## config.mk

```make
export PLATFORM = sky130hd
export DESIGN_NAME = sync_fifo
export DESIGN_NICKNAME = d
export VERILOG_FILES = /design/src/rtl/sync_fifo_pkg.sv /design/src/rtl/sync_fifo_ram.sv /design/src/rtl/sync_fifo.sv
export SDC_FILE = /design/constraint.sdc
export NUM_CORES = 2
export LEC_CHECK = 0
export ABC_AREA = 1
export BUFFER_PORTS_ARGS = -buffer_cell sky130_fd_sc_hd__buf_2
export CORE_MARGIN = 3
export CORE_UTILIZATION = 57
export CTS_CLUSTER_DIAMETER = 200
export DETAILED_ROUTE_END_ITERATION = 8
export PLACE_DENSITY_LB_ADDON = 0.2
export SLEW_MARGIN = 20
export SYNTH_ARGS = -nofsm -noshare
export SYNTH_HDL_FRONTEND = slang
export SYNTH_SLANG_ARGS = --single-unit
export TNS_END_PERCENT = 1
```

## constraint.sdc

```tcl
create_clock -name clk_in -period 3.25 [get_ports clk_in]
set_input_delay 0.4875 -clock clk_in [delete_from_list [all_inputs] [get_ports clk_in]]
set_output_delay 0.4875 -clock clk_in [all_outputs]
set_load 0.1 [all_outputs]
```

## src/rtl/sync_fifo_pkg.sv

```systemverilog
// Shared constants and helpers for the single-clock FIFO family.
// Used by sync_fifo and sync_fifo_ram, and intended for the multi-channel variant.
package sync_fifo_pkg;

  localparam int unsigned DEF_DATASIZE = 32;
  localparam int unsigned DEF_DEPTH    = 128;
  localparam int unsigned DEF_ADDRBITS = 7;

  // Accepted operation in one cycle, encoded as {write, read}.
  typedef enum logic [1:0] {
    OP_IDLE  = 2'b00,
    OP_READ  = 2'b01,
    OP_WRITE = 2'b10,
    OP_BOTH  = 2'b11
  } fifo_op_e;

  // Minimum number of address bits needed to index 'value' entries.
  function automatic int unsigned clog2_f(input int unsigned value);
    int unsigned result;
    int unsigned remaining;
    result    = 0;
    remaining = (value > 1) ? value - 1 : 0;
    while (remaining != 0) begin
      result++;
      remaining = remaining >> 1;
    end
    return result;
  endfunction

  // Pointer advance for a non-power-of-two ring: wraps from limit-1 to 0 by compare.
  function automatic int unsigned ptr_inc(input int unsigned ptr, input int unsigned limit);
    return (ptr == limit - 1) ? 0 : ptr + 1;
  endfunction

endpackage

```

## src/rtl/sync_fifo_ram.sv

```systemverilog
// Simple dual-port storage for sync_fifo: synchronous write, read port
// registered by default and asynchronous when FIFO_FWFT_EN is defined.
module sync_fifo_ram
  import sync_fifo_pkg::*;
#(
  parameter int unsigned datasize = DEF_DATASIZE,
  parameter int unsigned depth    = DEF_DEPTH,
  parameter int unsigned addrbits = DEF_ADDRBITS
) (
  input  logic                clk_in,
  input  logic                rst,
  input  logic                wr_en,
  input  logic [addrbits-1:0] wr_addr,
  input  logic [datasize-1:0] wr_data,
  input  logic                rd_en,
  input  logic [addrbits-1:0] rd_addr,
  output logic [datasize-1:0] rd_data
);

  logic [datasize-1:0] mem [depth];

  // NOTE: the array has no reset on purpose; a reset would turn it into
  // flops and the FIFO never reads a word it has not written first.
  always_ff @(posedge clk_in) begin
    if (wr_en) begin
      mem[wr_addr] <= wr_data;
    end
  end

`ifdef FIFO_FWFT_EN
  assign rd_data = mem[rd_addr];

  logic unused_fwft;
  assign unused_fwft = rd_en ^ rst;
`else
  // The output register is reset so dataOut starts at zero.
  always_ff @(posedge clk_in or negedge rst) begin
    if (!rst) begin
      rd_data <= '0;
    end else if (rd_en) begin
      rd_data <= mem[rd_addr];
    end
  end
`endif

endmodule

```

## src/rtl/sync_fifo.sv

```systemverilog
// Single-clock FIFO with arbitrary depth, exact occupancy, thresholds and sticky errors.
// Define FIFO_FWFT_EN for first-word-fall-through output; default is registered read data.
module sync_fifo
  import sync_fifo_pkg::*;
#(
  parameter int unsigned datasize = DEF_DATASIZE,
  parameter int unsigned depth    = DEF_DEPTH,
  parameter int unsigned addrbits = DEF_ADDRBITS
) (
  input  logic                clk_in,
  input  logic                rst,
  input  logic [datasize-1:0] dataIn,
  input  logic                insert,
  input  logic                remove,
  input  logic                flush,
  input  logic [addrbits:0]   afull_th,
  input  logic [addrbits:0]   aempty_th,
  output logic [datasize-1:0] dataOut,
  output logic                full,
  output logic                empty,
  output logic                almost_full,
  output logic                almost_empty,
  output logic [addrbits:0]   count,
  output logic                overflow,
  output logic                underflow
);

  if (depth < 2 || clog2_f(depth) > addrbits) begin : g_bad_params
    $error("sync_fifo: depth must satisfy 2 <= depth <= 2**addrbits");
  end

  localparam logic [addrbits:0] CNT_ONE   = (addrbits + 1)'(1);
  localparam logic [addrbits:0] CNT_DEPTH = (addrbits + 1)'(depth);

  logic [addrbits-1:0] wraddr;
  logic [addrbits-1:0] rdaddr;
  logic [addrbits:0]   count_next;
  logic                wr_en;
  logic                rd_en;
  fifo_op_e            op;

  // Flush wins over both requests; a full FIFO never passes a write through.
  assign wr_en = insert && !full  && !flush;
  assign rd_en = remove && !empty && !flush;
  assign op    = fifo_op_e'({wr_en, rd_en});

  // NOTE: every path assigns count_next a default first so no latch is inferred.
  always_comb begin
    count_next = count;
    unique case (op)
      OP_WRITE: count_next = count + CNT_ONE;
      OP_READ:  count_next = count - CNT_ONE;
      default:  count_next = count;
    endcase
  end

  // NOTE: non-blocking assignments so every register updates from pre-edge values.
  always_ff @(posedge clk_in or negedge rst) begin
    if (!rst) begin
      wraddr    <= '0;
      rdaddr    <= '0;
      count     <= '0;
      full      <= 1'b0;
      empty     <= 1'b1;
      overflow  <= 1'b0;
      underflow <= 1'b0;
    end else if (flush) begin
      wraddr    <= '0;
      rdaddr    <= '0;
      count     <= '0;
      full      <= 1'b0;
      empty     <= 1'b1;
      overflow  <= 1'b0;
      underflow <= 1'b0;
    end else begin
      if (wr_en) begin
        wraddr <= addrbits'(ptr_inc(32'(wraddr), depth));
      end
      if (rd_en) begin
        rdaddr <= addrbits'(ptr_inc(32'(rdaddr), depth));
      end
      count <= count_next;
      full  <= (count_next == CNT_DEPTH);
      empty <= (count_next == '0);
      if (insert && full) begin
        overflow <= 1'b1;
      end
      if (remove && empty) begin
        underflow <= 1'b1;
      end
    end
  end

  // Thresholds are live inputs compared against the registered occupancy.
  assign almost_full  = (count >= afull_th);
  assign almost_empty = (count <= aempty_th);

  sync_fifo_ram #(
    .datasize (datasize),
    .depth    (depth),
    .addrbits (addrbits)
  ) u_ram (
    .clk_in  (clk_in),
    .rst     (rst),
    .wr_en   (wr_en),
    .wr_addr (wraddr),
    .wr_data (dataIn),
    .rd_en   (rd_en),
    .rd_addr (rdaddr),
    .rd_data (dataOut)
  );

endmodule

```

==> metrics <==
# DRC 0; Main synth FF type edfxtp_1; reg2reg path depth 14; Post-DP Area 175,400 µm²; drt wl/cell 29.24 µm; largest net degree at the start of global routing 152; Tot GR Track Use 0.3371; Critical Path, Cell by Cell inv_16 > buf_12 > buf_12 > buf_4 > o21ai_0 > o22ai_1 > nand2_1 > nand3_1 > nand3_2 > nand3_1 > nand3_1 > nand2_1 > nand2_1 > nand2_1; CTS tree done; syn_nets 13.12k; number of global-route vias before repair 107.2k; Yosys Warn Count 0; Pwr Density 624.9 nW/µm²; Die Ht 543.8 µm; Clk pin slew, worst setup/hold paths 0.06 ns; GP Congestion 0.9097; net switching power 29.00 mW; Top Family by Delay on Critical Path simple AND/OR/NAND/NOR gates; Req. time, crit path 4.14 ns; unique cell type count in the Yosys netlist 33; CP dominant cell by count nand2_1; Net Sw Frac 0.2452; Post-Syn Area 164,900 µm²; DIE AREA 295,800 µm²; vias 112.1k; total CTS buffers 411; fmax 309.2 MHz; ANT nets after route 0; initial antenna violation count 23; Post-synth EDFFs 4,096; NumNets Final 13.32k; CTS root buffer clkbuf_16; ratio of cells with drive above 1 in the final layout 0.1056; WP depth 14; Hold Crit Class in -> reg; mean post-synth cell area 12.64 µm²; hpwl dp 287,900 µm; post-DR vias/cell 6.463; met2 WL 227,300 µm; count leader, synth edfxtp_1; Starting Density 0.5756; first-pass GRT wire length 726,700 µm; Logic pwr share 0.094; CP endpoint kind flop; CP Max Fanout 26; Post-synth top cells 4,096 x edfxtp_1, 2,105 x nand2_1, 1,861 x nor2_1; Worst path max stage delay 0.56 ns; post-synthesis async set-or-reset flop share 0.01396; total core area 286,400 µm²; Max-Cap Viols 0; Synth Register Bits 4,154; Final Power 118.3 mW; metal1 wirelength 185,500 µm; max_slew headroom 0.2628; Reg power frac 0.503; worst slew pin tran 1.106 ns; Crit Path Class reg -> reg; CTS H-tree lvls 5; Boundary Pins 99; # setup viols final 0; fill count 20.01k; CP bufs+invs 4; status finished, final reports clean; RSZ-0062 raised after global routing yes; row cnt 196; quantity of I/O buffers inserted on ports 98; Hold Path Stages 1; post-route cell area 189,300 µm²; crit path launch type flop; cell taking the most area after synthesis edfxtp_1; Worst VDD drop 0.6137 mV; Tmin final 3.234 ns; Leakage 64.21 nW; Initial DRC Count 18.04k; CP max-delay cell dfrtp_4; Clk Latency, worst-skew pair 0.98 ns; Post-Route WL 507,300 µm; Syn-to-layout area delta 14.80%; Synth area leaders edfxtp_1 75%, o21ai_0 5.0%, nand2_1 4.8%; Top Layer Used met5; Clock Skew 0.06465 ns; clk buf depth 4; met3 WL 67,440 µm; Internal 89.30 mW; Cells after Synth 13.04k; Clock Power Share 0.403; worst path arrival time 4.12 ns; Final Hold Vio Count 0; sequential area share after synthesis 0.7548; Slew Viols, Final 0; # clock sinks 4,154; grt total ovfl 0; DIE WIDTH 543.8 µm; iteration count of the initial detailed-routing pass 6; Final period util 0.9951; Yosys top cell area share 0.7460
-- stage by stage --
stage | hold WS, ns | util | setup TNS, ns | setup WS, ns | instances
final | 0.08840 | 0.6609 | 0 | 0.01598 | 17350
after global routing | 0.07558 | 0.6608 | -0.1303 | -0.08992 | 17340
after CTS | 0.02062 | 0.6600 | -0.03577 | -0.03577 | 17340
after detailed placement | 0.4948 | 0.6122 | -0.3934 | -0.1934 | 16570
after global placement | 0.4755 | 0.6122 | -0.4629 | -0.1962 | 16570
after floorplan | 0.1919 | - | -1253.04 | -0.4325 | 13040
-- repair_timing --
action	4_1_cts	5_1_grt
endpoints found under the setup margin	6	22
resized for setup	12	41
hold buffers	16	0
buffers inserted	1	0
endpoints found under the hold margin	201	0
pin swaps	0	1
gates cloned	0	1
-- kinds of logic after synthesis --
| family | after synthesis | share of synthesized area |
|---|---|---|
| AND/OR/NAND/NOR | 4783 | 0.1151 |
| buffers and inverters | 1005 | 0.02517 |
| AO/OA/AOI/OAI | 3071 | 0.1029 |
| multiplexers | 1 | 0.00006071 |
| flip-flops | 4154 | 0.7548 |
| adder cells (fa/ha/maj) | 21 | 0.001594 |
| XOR/XNOR | 7 | 0.0003718 |
-- sequential cells by signal (all words and copies together) (netlist names), 7 cells and up --
register,flops
rdaddr,7
wraddr,7
u_ram.mem,4096
count,8
u_ram.rd_data,32
-- routing by layer --
metal  track usage  vias up
li1              -    47900
met1        0.4697    55400
met2        0.5063     7645
met3       0.07868     1163
met4        0.1619       12
met5             0        -
-- path summary, 6_finish.rpt --
| check | from | endpoint | slack (ns) |
|---|---|---|---|
| worst min register to register | u_ram.rd_data[8]$_DFFE_PN0P_ | u_ram.rd_data[8]$_DFFE_PN0P_ | 0.52 |
| min in group asynchronous | rst | overflow$_DFFE_PN0P_ | 0.21 |
| max in group asynchronous | rst | rdaddr[0]$_DFFE_PN0P_ | 2.27 |
| worst min-delay path | dataIn[27] | u_ram.mem[82][27]$_DFFE_PP_ | 0.09 |
| worst max-delay path | rdaddr[0]$_DFFE_PN0P_ | u_ram.rd_data[19]$_DFFE_PN0P_ | 0.02 |
| worst max register to register | rdaddr[0]$_DFFE_PN0P_ | u_ram.rd_data[19]$_DFFE_PN0P_ | 0.02 |
-- power groups by stage --
stage,Sequential [mW],Combinational (mW),Clock (mW)
final,59.5,11.1,47.7
after CTS,59.5,10.9,47.9
after detailed placement,60.6,10.8,0
after floorplan,61.6,5.08,0
after global routing,59.5,11.9,50.0
after global placement,60.6,10.5,0
-- final cells by class --
cell class	count	area, µm²	share of cell area
Tap cell	3762	4707	0.02487
Clock inverter	250	2639	0.01394
Sequential cell	4154	124500	0.6576
Clock buffer	499	10830	0.05723
Timing Repair Buffer	677	8661	0.04575
Inverter	116	479.2	0.002532
Multi-Input combinational cell	7883	37490	0.1980
Antenna cell	7	17.52	0.00009254
-- placed cells by master, fill, tap and decap left out, types with 6 or more instances in the layout --
cell type / count
buf_16: 6
o22ai_1: 717
dlygate4sd3_1: 16
diode_2: 7
nand3_2: 34
a21oi_1: 326
buf_4: 301
buf_12: 282
clkbuf_8: 9
inv_16: 8
nor2_1: 1732
a21boi_1: 76
ha_1: 21
o21ai_0: 1655
clkinv_2: 72
nor3_1: 10
nand2_2: 8
clkinvlp_4: 10
buf_6: 8
inv_1: 108
nand2_1: 2095
bufinv_16: 47
nand3_1: 770
clkbuf_1: 73
nor2_4: 129
clkbuf_16: 418
clkinv_1: 96
buf_2: 63
dfrtp_1: 49
o21ai_1: 91
inv_6: 8
a21boi_0: 196
edfxtp_1: 4096
Note: power is estimated with default switching activity, not from simulation.
